**config.mk**
```make
export PLATFORM = sky130hd
export DESIGN_NAME = bmat_sched
export DESIGN_NICKNAME = d
export VERILOG_FILES = /design/src/rtl/bmat_pkg.sv /design/src/rtl/bmat_rsp_fifo.sv /design/src/rtl/bmat_sched.sv
export SDC_FILE = /design/constraint.sdc
export NUM_CORES = 1
export LEC_CHECK = 0
export BUFFER_PORTS_ARGS = -buffer_cell sky130_fd_sc_hd__buf_2
export CAP_MARGIN = 0
export CORE_AREA = 3 3 202 204
export CTS_BUF_LIST = sky130_fd_sc_hd__clkbuf_8
export DETAILED_ROUTE_END_ITERATION = 12
export DIE_AREA = 0 0 205 207
export PLACE_DENSITY = 0.65
export SLEW_MARGIN = 40
export SYNTH_ARGS = -nofsm -noshare
export SYNTH_HDL_FRONTEND = slang
export SYNTH_SLANG_ARGS = --single-unit
export TNS_END_PERCENT = 5
```
**constraint.sdc**
```tcl
create_clock -name clock -period 4.2 [get_ports clock]
set_input_delay 0.63 -clock clock [delete_from_list [all_inputs] [get_ports clock]]
set_output_delay 0.63 -clock clock [all_outputs]
set_load 0.03 [all_outputs]
```
**src/rtl/bmat_pkg.sv**
```systemverilog
// bmat_pkg
// Shared types and constants for the bit-matrix unit scheduler.
//   XLEN        : operand / result width of the bit-matrix unit.
//   ID_MAXW     : storage width of a requester index (NREQ is at most 4).
//   tag_t       : in-flight tag travelling alongside the unit pipeline.
//   rsp_entry_t : response FIFO entry (requester index + result).
package bmat_pkg;

    localparam int XLEN    = 64;
    localparam int ID_MAXW = 2;

    typedef struct packed {
        logic               valid;
        logic [ID_MAXW-1:0] id;
    } tag_t;

    typedef struct packed {
        logic [ID_MAXW-1:0] id;
        logic [XLEN-1:0]    rd;
    } rsp_entry_t;

endpackage

```
**src/rtl/bmat_rsp_fifo.sv**
```systemverilog
// bmat_rsp_fifo
// Synchronous response FIFO with DEPTH entries. DEPTH need not be a power
// of two, so both pointers wrap explicitly. Push and pop on the same edge
// are accepted at any occupancy; a pop on an empty FIFO is ignored.
// Ports:
//   clock, resetn : rising-edge clock, synchronous active-low reset
//   i_push        : write i_push_data at the tail
//   i_push_data   : entry to store
//   i_pop         : remove the head entry
//   o_head        : current head entry (valid when !o_empty)
//   o_count       : number of stored entries, 0..DEPTH
//   o_empty       : no entries stored
module bmat_rsp_fifo
    import bmat_pkg::*;
#(
    parameter int DEPTH = 4,
    parameter int CNTW  = $clog2(DEPTH + 1)
) (
    input  logic            clock,
    input  logic            resetn,
    input  logic            i_push,
    input  rsp_entry_t      i_push_data,
    input  logic            i_pop,
    output rsp_entry_t      o_head,
    output logic [CNTW-1:0] o_count,
    output logic            o_empty
);

    localparam int PTRW = (DEPTH > 1) ? $clog2(DEPTH) : 1;

    rsp_entry_t      r_mem [DEPTH];
    logic [PTRW-1:0] r_wr_ptr;
    logic [PTRW-1:0] r_rd_ptr;
    logic [CNTW-1:0] r_count;
    logic            w_pop;
    logic            w_full;

    function automatic logic [PTRW-1:0] ptr_inc(input logic [PTRW-1:0] p);
        return (p == PTRW'(DEPTH - 1)) ? '0 : p + PTRW'(1);
    endfunction

    assign o_empty = (r_count == '0);
    assign w_full  = (r_count == CNTW'(DEPTH));
    assign w_pop   = i_pop & ~o_empty;
    assign o_head  = r_mem[r_rd_ptr];
    assign o_count = r_count;

    always_ff @(posedge clock) begin
        if (!resetn) begin
            r_wr_ptr <= '0;
            r_rd_ptr <= '0;
            r_count  <= '0;
        end else begin
            if (i_push) begin
                r_wr_ptr <= ptr_inc(r_wr_ptr);
            end
            if (w_pop) begin
                r_rd_ptr <= ptr_inc(r_rd_ptr);
            end
            case ({i_push, w_pop})
                2'b10:   r_count <= r_count + CNTW'(1);
                2'b01:   r_count <= r_count - CNTW'(1);
                default: r_count <= r_count;
            endcase
        end
    end

    // Payload storage carries no reset; occupancy is tracked by r_count.
    always_ff @(posedge clock) begin
        if (i_push) begin
            r_mem[r_wr_ptr] <= i_push_data;
        end
    end

    // The upstream credit scheme must never let a push land on a full FIFO
    // unless the head leaves on the same edge.
    a_no_overflow: assert property (@(posedge clock) disable iff (!resetn)
        !(i_push && w_full && !w_pop));

endmodule

```
**src/rtl/bmat_sched.sv**
```systemverilog
// bmat_sched
// Shares one fixed-latency, non-stallable bit-matrix unit between NREQ
// requesters. A round-robin arbiter issues at most one op per cycle; a tag
// shift register follows each op through the unit so its result can be
// captured into a response FIFO in issue order. Issue is credit-gated on
// (ops in flight + FIFO occupancy) so a captured result always has room.
// Ports:
//   clock, resetn          : rising-edge clock, synchronous active-low reset
//   req_valid/ready        : per-requester handshake (one-hot ready)
//   req_xor/rs1/rs2        : per-requester operands, 64-bit lanes packed
//   bmat_xoren/rs1/rs2     : registered operands to the bit-matrix unit
//   bmat_rd                : unit result, LATENCY edges after operands
//   rsp_valid/ready/id/rd  : in-order response channel
//   busy                   : work in flight or buffered
module bmat_sched
    import bmat_pkg::*;
#(
    parameter int NREQ    = 2,
    parameter int LATENCY = 2,
    parameter int DEPTH   = 4,
    parameter int IDW     = 1
) (
    input  logic                 clock,
    input  logic                 resetn,
    input  logic [NREQ-1:0]      req_valid,
    output logic [NREQ-1:0]      req_ready,
    input  logic [NREQ-1:0]      req_xor,
    input  logic [XLEN*NREQ-1:0] req_rs1,
    input  logic [XLEN*NREQ-1:0] req_rs2,
    output logic                 bmat_xoren,
    output logic [XLEN-1:0]      bmat_rs1,
    output logic [XLEN-1:0]      bmat_rs2,
    input  logic [XLEN-1:0]      bmat_rd,
    output logic                 rsp_valid,
    input  logic                 rsp_ready,
    output logic [IDW-1:0]       rsp_id,
    output logic [XLEN-1:0]      rsp_rd,
    output logic                 busy
);

    localparam int PW   = (NREQ > 1) ? $clog2(NREQ) : 1;
    localparam int IFW  = $clog2(LATENCY + 2);
    localparam int CNTW = $clog2(DEPTH + 1);

    logic [PW-1:0]        r_ptr;
    logic [IFW-1:0]       r_inflight;
    tag_t [LATENCY:0]     r_tags;
    logic                 r_bmat_xoren;
    logic [XLEN-1:0]      r_bmat_rs1;
    logic [XLEN-1:0]      r_bmat_rs2;

    logic [XLEN-1:0]      w_rs1 [NREQ];
    logic [XLEN-1:0]      w_rs2 [NREQ];
    logic                 w_found;
    logic [PW-1:0]        w_winner;
    logic [PW:0]          w_sum;
    logic [PW-1:0]        w_idx;
    logic [PW-1:0]        w_ptr_next;
    logic                 w_credit_ok;
    logic                 w_issue;
    logic                 w_capture;
    tag_t                 w_new_tag;
    rsp_entry_t           w_push_data;
    rsp_entry_t           w_head;
    logic [CNTW-1:0]      w_fifo_count;
    logic                 w_fifo_empty;
    logic                 w_pop;

    for (genvar g = 0; g < NREQ; g++) begin : g_lane
        assign w_rs1[g] = req_rs1[XLEN*g +: XLEN];
        assign w_rs2[g] = req_rs2[XLEN*g +: XLEN];
    end

    // Round-robin search starting at r_ptr, wrapping modulo NREQ.
    always_comb begin
        w_found  = 1'b0;
        w_winner = '0;
        w_sum    = '0;
        w_idx    = '0;
        for (int k = 0; k < NREQ; k++) begin
            w_sum = {1'b0, r_ptr} + (PW+1)'(k);
            if (w_sum >= (PW+1)'(NREQ)) begin
                w_sum = w_sum - (PW+1)'(NREQ);
            end
            w_idx = w_sum[PW-1:0];
            if (!w_found && req_valid[w_idx]) begin
                w_found  = 1'b1;
                w_winner = w_idx;
            end
        end
    end

    // A pop on this edge does not return credit until the next cycle.
    assign w_credit_ok = (int'(r_inflight) + int'(w_fifo_count)) < DEPTH;
    assign w_issue     = w_found & w_credit_ok & resetn;
    assign req_ready   = w_issue ? (NREQ'(1) << w_winner) : '0;
    assign w_ptr_next  = (w_winner == PW'(NREQ - 1)) ? '0 : w_winner + PW'(1);

    assign w_new_tag.valid = w_issue;
    assign w_new_tag.id    = w_issue ? ID_MAXW'(w_winner) : '0;

    // The oldest tag slot lines up with bmat_rd for the op it describes.
    assign w_capture   = r_tags[LATENCY].valid;
    assign w_push_data = '{id: r_tags[LATENCY].id, rd: bmat_rd};

    always_ff @(posedge clock) begin
        if (!resetn) begin
            r_ptr        <= '0;
            r_inflight   <= '0;
            r_tags       <= '0;
            r_bmat_xoren <= 1'b0;
            r_bmat_rs1   <= '0;
            r_bmat_rs2   <= '0;
        end else begin
            if (w_issue) begin
                r_bmat_xoren <= req_xor[w_winner];
                r_bmat_rs1   <= w_rs1[w_winner];
                r_bmat_rs2   <= w_rs2[w_winner];
                r_ptr        <= w_ptr_next;
            end
            r_tags <= {r_tags[LATENCY-1:0], w_new_tag};
            case ({w_issue, w_capture})
                2'b10:   r_inflight <= r_inflight + IFW'(1);
                2'b01:   r_inflight <= r_inflight - IFW'(1);
                default: r_inflight <= r_inflight;
            endcase
        end
    end

    assign bmat_xoren = r_bmat_xoren;
    assign bmat_rs1   = r_bmat_rs1;
    assign bmat_rs2   = r_bmat_rs2;

    assign w_pop = rsp_valid & rsp_ready;

    bmat_rsp_fifo #(
        .DEPTH (DEPTH),
        .CNTW  (CNTW)
    ) u_fifo (
        .clock       (clock),
        .resetn      (resetn),
        .i_push      (w_capture),
        .i_push_data (w_push_data),
        .i_pop       (w_pop),
        .o_head      (w_head),
        .o_count     (w_fifo_count),
        .o_empty     (w_fifo_empty)
    );

    assign rsp_valid = ~w_fifo_empty;
    assign rsp_id    = IDW'(w_head.id);
    assign rsp_rd    = w_head.rd;
    assign busy      = (r_inflight != '0) | (w_fifo_count != '0);

endmodule

```
==> summary.txt, run 1 <==
number of buffers inserted by hold repair at cts -> 0
first drt pass iteration count -> 5
total routed wirelength -> 48800 µm
total number of cells along the worst setup path -> 5
Starting Density -> 39.4%
synth-to-layout area growth -> 29.4%
sequential fraction of the synthesis area -> 69.1%
worst clock skew -> 26.3 ps
setup tns final -> 0 ps
CTS tree -> yes
Leakage -> 7.71 nW
Clock Sinks -> 407
run status -> complete, no violations
worst reg-to-reg setup slack -> 1600 ps
x dimension of the die -> 205 µm
cell with the largest stage delay on the worst path -> sky130_fd_sc_hd__or2_4
syn avg cell area -> 15.1 µm²
CP Class -> flip-flop to output port
Residual DRC -> 0
Row Count -> 73
most numerous cell in the Yosys netlist -> sky130_fd_sc_hd__edfxtp_1
layer with the highest usage after global routing -> met2
worst hold path class -> input port to flip-flop
Max-Cap Viols -> 0
#FFs+latches synth -> 407
proportion of layout cells with a drive suffix above 1 -> 45.3%
Max-slew headroom -> 47.0%
maximum level of the CTS H-tree -> 3
final critical-path share of the clock period -> 73.7%
global routing met1 resource utilization -> 27.8%
floorplan die area -> 0.0424 mm²
number of warnings printed during yosys synthesis -> 0
met3 usage in global routing -> 8.33%
share of the synthesized area in the top cell type -> 50.2%
number of buffers created by CTS -> 69
shortest clock period the worst path allows after layout -> 3090 ps
share of the core filled with cells in the final layout -> 51.0%
critical path, cell by cell -> ha_1, or3b_1, or2_4, nor2b_1, buf_2
DR vias/cell -> 5.38
Worst R2R Start -> u_fifo.o_count[1]
Pwr Density -> 488 mW/mm²
VDD IR max -> 0.241 mV
overall die height -> 207 µm
wire length of the first global-routing pass -> 71100 µm
Final Slew Violations -> 0
startpoint type of the worst setup path -> flip-flop
clock transition time at the flip-flop clock pins of the worst setup and hold paths -> 60 ps
net count of the finished layout -> 1880
via count of the routed design -> 11.5k
maximum buffer depth of the clock tree -> 3
initial antenna violation count -> 13
clock latency on the worst-skew pair -> 590 ps
Max Freq -> 0.323 GHz
IO Port Bufs -> 524
post-synth cell types -> 33
Mapped Cells -> 1029
Core Box Area -> 0.0395 mm²
syn nets -> 1365
clock tree root driver cell -> sky130_fd_sc_hd__clkbuf_8
worst reg-to-reg path cell count -> 5
post-route ant nets -> 0
signal arrival time at the worst endpoint -> 2460 ps
routed length per instance -> 22.9 µm
total of cells resized after clock tree synthesis -> 0
Placer Congestion -> 0.948
CP startpoint -> r_inflight[1]
Cell Area, Synth -> 0.0156 mm²
number of synthesized flops with an enable pin -> 260
post-CTS setup buffer count -> 0
RSZ-0062 raised after global routing -> no
IO Count -> 525
worst reg2reg endpoint -> bmat_rs2[22]
hold path startpoint -> bmat_rd[8]
Total GRT Usage -> 22.1%
most used flip-flop cell after synthesis -> sky130_fd_sc_hd__edfxtp_1
Least-Margin Pin Slew -> 795 ps
critical path's top delay family -> simple AND/OR/NAND/NOR gates
global route total overflow -> 0
stage delay of the slowest cell on the critical path -> 470 ps
maximum number of pins on one net before global-route repair -> 131
Crit Path Max Fanout -> 60
detailed placement HPWL -> 34900 µm
drt first-iter violations -> 698
worst setup path end -> req_ready[0]
Async SR Flop Fraction -> 0%
Critical Path RT -> 3570 ps
type of element capturing the critical path -> output port
count of endpoints failing hold in the final timing report -> 0
Synth top cells by count -> 260 x sky130_fd_sc_hd__edfxtp_1, 147 x sky130_fd_sc_hd__dfxtp_1, 133 x sky130_fd_sc_hd__nand2_1
buffers plus inverters on the worst setup path -> 1
top cells by area in the synthesized netlist -> sky130_fd_sc_hd__edfxtp_1 50%, sky130_fd_sc_hd__dfxtp_1 19%, sky130_fd_sc_hd__mux4_2 9.4%
met2 Track Usage GR -> 35.1%
via count of the first global-routing pass -> 11.4k
dominant cell type by area after synthesis -> sky130_fd_sc_hd__edfxtp_1
count of endpoints failing setup in the final report -> 0
[layout by cell type (no fill, tap or decap), types with 4 or more instances in the layout]
cell / instances
sky130_fd_sc_hd__mux4_2: 65
sky130_fd_sc_hd__o22ai_1: 129
sky130_fd_sc_hd__nand2_1: 133
sky130_fd_sc_hd__buf_12: 12
sky130_fd_sc_hd__and2_1: 4
sky130_fd_sc_hd__a21oi_1: 6
sky130_fd_sc_hd__diode_2: 5
sky130_fd_sc_hd__clkbuf_8: 81
sky130_fd_sc_hd__inv_1: 25
sky130_fd_sc_hd__clkinvlp_4: 6
sky130_fd_sc_hd__a32oi_1: 129
sky130_fd_sc_hd__clkinv_1: 6
sky130_fd_sc_hd__buf_2: 522
sky130_fd_sc_hd__ha_1: 8
sky130_fd_sc_hd__and2_4: 4
sky130_fd_sc_hd__dfxtp_1: 145
sky130_fd_sc_hd__or3_1: 5
sky130_fd_sc_hd__nor2_1: 9
sky130_fd_sc_hd__edfxtp_1: 260
sky130_fd_sc_hd__buf_4: 10
sky130_fd_sc_hd__clkinv_2: 13
[cells by family after synthesis]
group	share of synthesized area, %
AO/OA/AOI/OAI	12.9
multiplexers	9.47
flip-flops	69.1
buffers and inverters	3.19
AND/OR/NAND/NOR	4.36
XOR/XNOR	0.225
adder cells (fa/ha/maj)	0.772
[worst min-delay path by stage]
stage,to,slack [ps],depth (start not counted)
2_1_floorplan,r_tags[3],410,1
3_3_place_gp,r_tags[5],410,1
3_5_place_dp,r_tags[5],420,1
4_1_cts,u_fifo.r_mem[0][10],190,1
5_1_grt,u_fifo.r_mem[2][42],210,1
6_report,u_fifo.r_mem[3][8],260,1
[registers in the layout (all words and copies together) (netlist names), named ones only]
register         cells
u_fifo.r_mem       260
bmat_rs1            64
bmat_rs2            64
r_tags               5
u_fifo.o_count       3
r_inflight           2
u_fifo.r_rd_ptr      2
u_fifo.r_wr_ptr      2
bmat_xoren           1
r_ptr                1
w_capture            1
[per-layer routing]
layer / wire [µm] / part of all wire [%] / vias up
met5: 34 / 0.070 / -
li1: - / - / 5225
met1: 19100 / 39 / 5671
met2: 23900 / 49 / 479
met4: 1090 / 2.2 / 6
met3: 4710 / 9.7 / 76
[stage by stage]
step	std cells	setup WS, ps	hold WS, ps	power (mW)	cell area [µm²]
after detailed placement	1998	1440	425	6.46	18700
after global routing	2127	919	209	10.3	20100
after CTS	2123	992	189	9.95	20100
after global placement	1988	1470	414	6.43	18500
after floorplan	1029	1420	412	5.81	15600
final	2128	1110	255	9.82	20100
[report_power, final]
part / internal, mW / switching, mW / total [mW]
registers: 4.45 / 0.124 / 4.57
clock network: 1.89 / 1.56 / 3.45
logic: 0.634 / 1.17 / 1.80
total: 6.97 / 2.85 / 9.82
[layout make-up]
type                            count  area [µm²]
Clock buffer                       81        1110
Sequential cell                   407       10800
Antenna cell                        5        12.5
Tap cell                          525         657
Clock inverter                     44         262
Multi-Input combinational cell    512        4350
Timing Repair Buffer              545        2940
Inverter                            9        33.8
Fill cell                        3496       19300
No activity file was read; power rests on OpenSTA's default activity.
==> inputs of run 2 (changes only) <==
clock period = 2.9 ns   (was 4.2 ns; I/O delays follow)
==> run 2 against run 1 <==
Register-to-register slack lost 900 ps. Sequential power grew 44%. Global-route usage is essentially flat. Cell area grew 0.58%. Die area is the same. Sequential share of layout area shrank 0.31 points. Wire length grew 0.32%. Clock power grew 46%. Utilization grew 0.29 points. Worst hold slack lost 190 ps.
==> summary.txt, run 2 (same netlist as run 1, synthesis figures left out) <==
run status -> complete, no violations
share of total power in combinational logic -> 18.6%
detailed placement HPWL -> 34100 µm
cell internal pwr -> 10.2 mW
post-route ant nets -> 0
DR vias/cell -> 5.41
CP Class -> flip-flop to output port
post-placement cell area -> 0.0187 mm²
via count of the routed design -> 11.6k
critical path, cell by cell -> ha_1, or3b_1, or2_4, nor2b_1, buf_2
Leakage -> 7.80 nW
stage delay of the slowest cell on the critical path -> 440 ps
most common cell after layout, fill and taps aside -> sky130_fd_sc_hd__buf_2
maximum buffer depth of the clock tree -> 3
Flop pwr share -> 46.1%
clock latency on the worst-skew pair -> 600 ps
startpoint type of the worst setup path -> flip-flop
global route total overflow -> 0
drt first-iter violations -> 708
Worst R2R Start -> u_fifo.o_count[1]
Max-Cap Viols -> 0
Least-Margin Pin Slew -> 721 ps
CP startpoint -> u_fifo.o_count[1]
Reg area -> 0.0108 mm²
hold path startpoint -> bmat_rd[8]
total routed wirelength -> 48900 µm
initial antenna violation count -> 18
worst slack on hold paths -> 63.2 ps
floorplan die area -> 0.0424 mm²
post-CTS setup buffer count -> 0
final-layout fill cell count -> 3497
Non-Filler Cell Area, Final -> 0.0202 mm²
largest register by flop count -> u_fifo.r_mem
cell with the largest stage delay on the worst path -> sky130_fd_sc_hd__or3b_1
worst clock skew -> 37.7 ps
via count of the first global-routing pass -> 11.4k
type of element capturing the critical path -> output port
count of endpoints failing setup in the final report -> 0
Pwr Density -> 707 mW/mm²
Residual DRC -> 0
net count of the finished layout -> 1894
maximum number of pins on one net before global-route repair -> 136
Max Freq -> 0.364 GHz
x dimension of the die -> 205 µm
VDD IR max -> 0.386 mV
Max-slew headroom -> 52.0%
Total GRT Usage -> 22.1%
worst reg-to-reg setup slack -> 700 ps
CTS tree -> yes
overall die height -> 207 µm
total net switching power -> 4.13 mW
most frequent cells in the layout -> 522 x sky130_fd_sc_hd__buf_2, 260 x sky130_fd_sc_hd__edfxtp_1, 145 x sky130_fd_sc_hd__dfxtp_1
Row Count -> 73
proportion of power drawn by the clock network -> 35.3%
proportion of layout cells with a drive suffix above 1 -> 44.5%
clock tree root driver cell -> sky130_fd_sc_hd__clkbuf_8
worst hold path class -> input port to flip-flop
wire length of the first global-routing pass -> 71000 µm
Sw Share -> 28.9%
signal arrival time at the worst endpoint -> 2310 ps
max reg flops -> 260
shortest clock period the worst path allows after layout -> 2750 ps
final critical-path share of the clock period -> 94.7%
maximum level of the CTS H-tree -> 3
IO Count -> 525
clock transition time at the flip-flop clock pins of the worst setup and hold paths -> 60 ps
routed length per instance -> 22.8 µm
RSZ-0062 raised after global routing -> no
number of buffers created by CTS -> 67
count of endpoints failing hold in the final timing report -> 0
footprint of the multi-input gates -> 0.00435 mm²
IO Port Bufs -> 524
Clock Sinks -> 407
first drt pass iteration count -> 5
Critical Path RT -> 2470 ps
Starting Density -> 39.4%
synth-to-layout area growth -> 30.1%
Core Box Area -> 0.0395 mm²
Placer Congestion -> 0.937
Final Slew Violations -> 0
setup tns final -> 0 ps
Crit Path Max Fanout -> 22
share of the core filled with cells in the final layout -> 51.3%
## run 2: area by class of cell
type	count	area share (%)
Multi-Input combinational cell	512	21.5
Clock buffer	77	5.24
Timing Repair Buffer	561	15.1
Tap cell	525	3.25
Clock inverter	44	1.49
Inverter	9	0.167
Antenna cell	8	0.0989
Sequential cell	407	53.1
## run 2: path summary, 6_finish.rpt
kind,cells after the start,endpoint
hold / removal,1,u_fifo.r_mem[2][8]
hold reg to reg,1,r_tags[6]
setup reg to reg,7,r_inflight[1]
setup / recovery,5,req_ready[0]
## run 2: critical path, delay by kind of cell (launching register included)
| kind | cells | cell delay, ps |
|---|---|---|
| simple gates | 3 | 960 |
| flops | 1 | 350 |
| buf+inv | 1 | 210 |
| fa+ha+maj | 1 | 190 |
## run 2: stage by stage
| step | cells | power, mW | setup WS [ps] |
|---|---|---|---|
| 6_report | 2143 | 14.3 | 155 |
| 5_1_grt | 2142 | 14.9 | 27.5 |
| 4_1_cts | 2135 | 14.5 | 88.7 |
| 3_5_place_dp | 2001 | 9.37 | 666 |
| 3_3_place_gp | 2001 | 9.34 | 675 |
| 2_1_floorplan | 1029 | 8.41 | 393 |
## run 2: what timing repair did
| item | in CTS | in global routing |
|---|---|---|
| resized for setup | 0 | 0 |
| endpoints found under the hold margin | 37 | 0 |
| hold buffers | 13 | 0 |
## run 2: metal layers
metal | global-route usage [%] | part of all wire [%] | vias to the layer above
li1 | - | - | 5254
met1 | 27.4 | 38 | 5700
met2 | 34.4 | 48 | 527
met3 | 9.24 | 10 | 115
met4 | 8.70 | 3.3 | 8
met5 | 0 | 0.11 | -
## run 2: power by group through the flow
stage / clock, mW / combinational, mW / sequential (mW)
after global routing: 5.49 / 2.83 / 6.62
after CTS: 5.20 / 2.69 / 6.59
after detailed placement: 0 / 2.67 / 6.70
final: 5.05 / 2.66 / 6.59
after floorplan: 0 / 1.31 / 7.10
after global placement: 0 / 2.64 / 6.69
==> inputs of run 3 (changes only) <==
clock period = 3.39 ns   (was 2.9 ns; I/O delays follow)
==> run 3 against run 2 <==
Non-clock buffer count is 14 lower. Cell area is 1.0% lower. Utilization is 0.51 points lower. Register-to-register slack better by 530 ps. Power is 17% lower. Combinational power is 15% lower. Die area stayed put. Critical path depth stayed put. Sequential share of layout area is 0.53 points higher.
==> summary.txt, run 3 (same netlist as run 1, synthesis figures left out) <==
detailed placement HPWL -> 34500 µm
max reg flops -> 260
Worst R2R Start -> u_fifo.o_count[1]
critical path's top delay family -> simple AND/OR/NAND/NOR gates
Critical Path RT -> 2880 ps
buffers plus inverters on the worst setup path -> 1
Sw Share -> 29.3%
post-route ant nets -> 0
Starting Density -> 39.4%
Least-Margin Pin Slew -> 735 ps
via count of the first global-routing pass -> 11.5k
post-CTS setup buffer count -> 0
critical path, cell by cell -> ha_1, or3b_1, or2_4, nor2b_1, buf_2
number of buffers inserted by hold repair at cts -> 0
final critical-path share of the clock period -> 87.9%
CP startpoint -> u_fifo.o_count[1]
stage delay of the slowest cell on the critical path -> 460 ps
Leakage -> 7.70 nW
Max-Cap Viols -> 0
post-placement setup slack -> 960 ps
IO Port Bufs -> 524
Total GRT Usage -> 22.1%
most common cell after layout, fill and taps aside -> sky130_fd_sc_hd__buf_2
overall die height -> 207 µm
hold path startpoint -> bmat_rd[59]
total of cells resized after clock tree synthesis -> 0
first drt pass iteration count -> 6
startpoint type of the worst setup path -> flip-flop
RSZ-0062 raised after global routing -> no
total net switching power -> 3.49 mW
global route total overflow -> 0
share of total power in combinational logic -> 18.9%
number of buffers created by CTS -> 68
routed length per instance -> 22.9 µm
Final Slew Violations -> 0
Max Freq -> 0.336 GHz
cell with the largest stage delay on the worst path -> sky130_fd_sc_hd__or2_4
Crit Path Max Fanout -> 48
wire length of the first global-routing pass -> 71100 µm
VDD IR max -> 0.330 mV
proportion of power drawn by the clock network -> 33.5%
most frequent cells in the layout -> 522 x sky130_fd_sc_hd__buf_2, 260 x sky130_fd_sc_hd__edfxtp_1, 145 x sky130_fd_sc_hd__dfxtp_1
post-route worst setup slack -> 410 ps
x dimension of the die -> 205 µm
maximum number of pins on one net before global-route repair -> 131
initial antenna violation count -> 17
clock transition time at the flip-flop clock pins of the worst setup and hold paths -> 60 ps
Row Count -> 73
Residual DRC -> 0
worst clock skew -> 23.8 ps
net count of the finished layout -> 1881
synth-to-layout area growth -> 28.8%
CP Class -> flip-flop to output port
maximum buffer depth of the clock tree -> 3
floorplan die area -> 0.0424 mm²
count of endpoints failing setup in the final report -> 0
drt first-iter violations -> 691
signal arrival time at the worst endpoint -> 2470 ps
Flop pwr share -> 47.6%
Max-slew headroom -> 51.0%
DR vias/cell -> 5.46
proportion of layout cells with a drive suffix above 1 -> 44.8%
type of element capturing the critical path -> output port
worst slack on hold paths -> 127 ps
run status -> complete, no violations
via count of the routed design -> 11.6k
IO Count -> 525
largest register by flop count -> u_fifo.r_mem
CTS tree -> yes
clock latency on the worst-skew pair -> 600 ps
overall power -> 11.9 mW
Core Box Area -> 0.0395 mm²
maximum level of the CTS H-tree -> 3
shortest clock period the worst path allows after layout -> 2980 ps
cell internal pwr -> 8.41 mW
Pwr Density -> 594 mW/mm²
Clock Sinks -> 407
setup tns final -> 0 ps
total routed wirelength -> 48700 µm
Placer Congestion -> 0.982
count of endpoints failing hold in the final timing report -> 0
worst hold path class -> input port to flip-flop
clock tree root driver cell -> sky130_fd_sc_hd__clkbuf_8
## run 3: path summary, 6_finish.rpt
kind	end	cells after the start	slack, ps
setup / recovery	req_ready[0]	5	410
hold / removal	u_fifo.r_mem[2][59]	1	130
setup reg to reg	r_inflight[1]	7	1230
hold reg to reg	w_capture	1	430
## run 3: per-layer routing
metal	share of wire, %	global-route usage, %	vias up
met5	0.074	0	-
li1	-	-	5224
met1	38	27.2	5699
met3	10	8.55	118
met2	48	35.0	563
met4	3.3	9.22	6
## run 3: worst register-to-register path: cells and delay by family (launching register included)
| family | cells | cell delay (ps) |
|---|---|---|
| flops | 1 | 340 |
| simple gates | 3 | 1010 |
| compound gates | 1 | 130 |
| fa+ha+maj | 2 | 510 |
| buf+inv | 1 | 80 |
## run 3: power by group through the flow
stage	clock network (mW)	logic [mW]	registers [mW]
2_1_floorplan	0	1.12	6.08
3_3_place_gp	0	2.23	5.76
3_5_place_dp	0	2.26	5.77
4_1_cts	4.11	2.26	5.67
5_1_grt	4.32	2.39	5.70
6_report	3.98	2.25	5.67
## run 3: layout make-up
cell class | instances | area, µm²
fill | 3465 | 19400
timing repair buffer | 547 | 2970
multi-input combinational | 512 | 4350
sequential | 407 | 10800
antenna | 9 | 22.5
clock buffer | 78 | 1070
inverter | 9 | 33.8
clock inverter | 40 | 180
tap | 525 | 657
## run 3: stage by stage
| stage | util [%] | instance area (µm²) | std cells |
|---|---|---|---|
| floorplan | - | 15600 | 1029 |
| global placement | 47.2 | 18600 | 1993 |
| detailed placement | 47.5 | 18800 | 2000 |
| CTS | 50.7 | 20000 | 2118 |
| global route | 50.8 | 20000 | 2125 |
| finish | 50.8 | 20000 | 2127 |
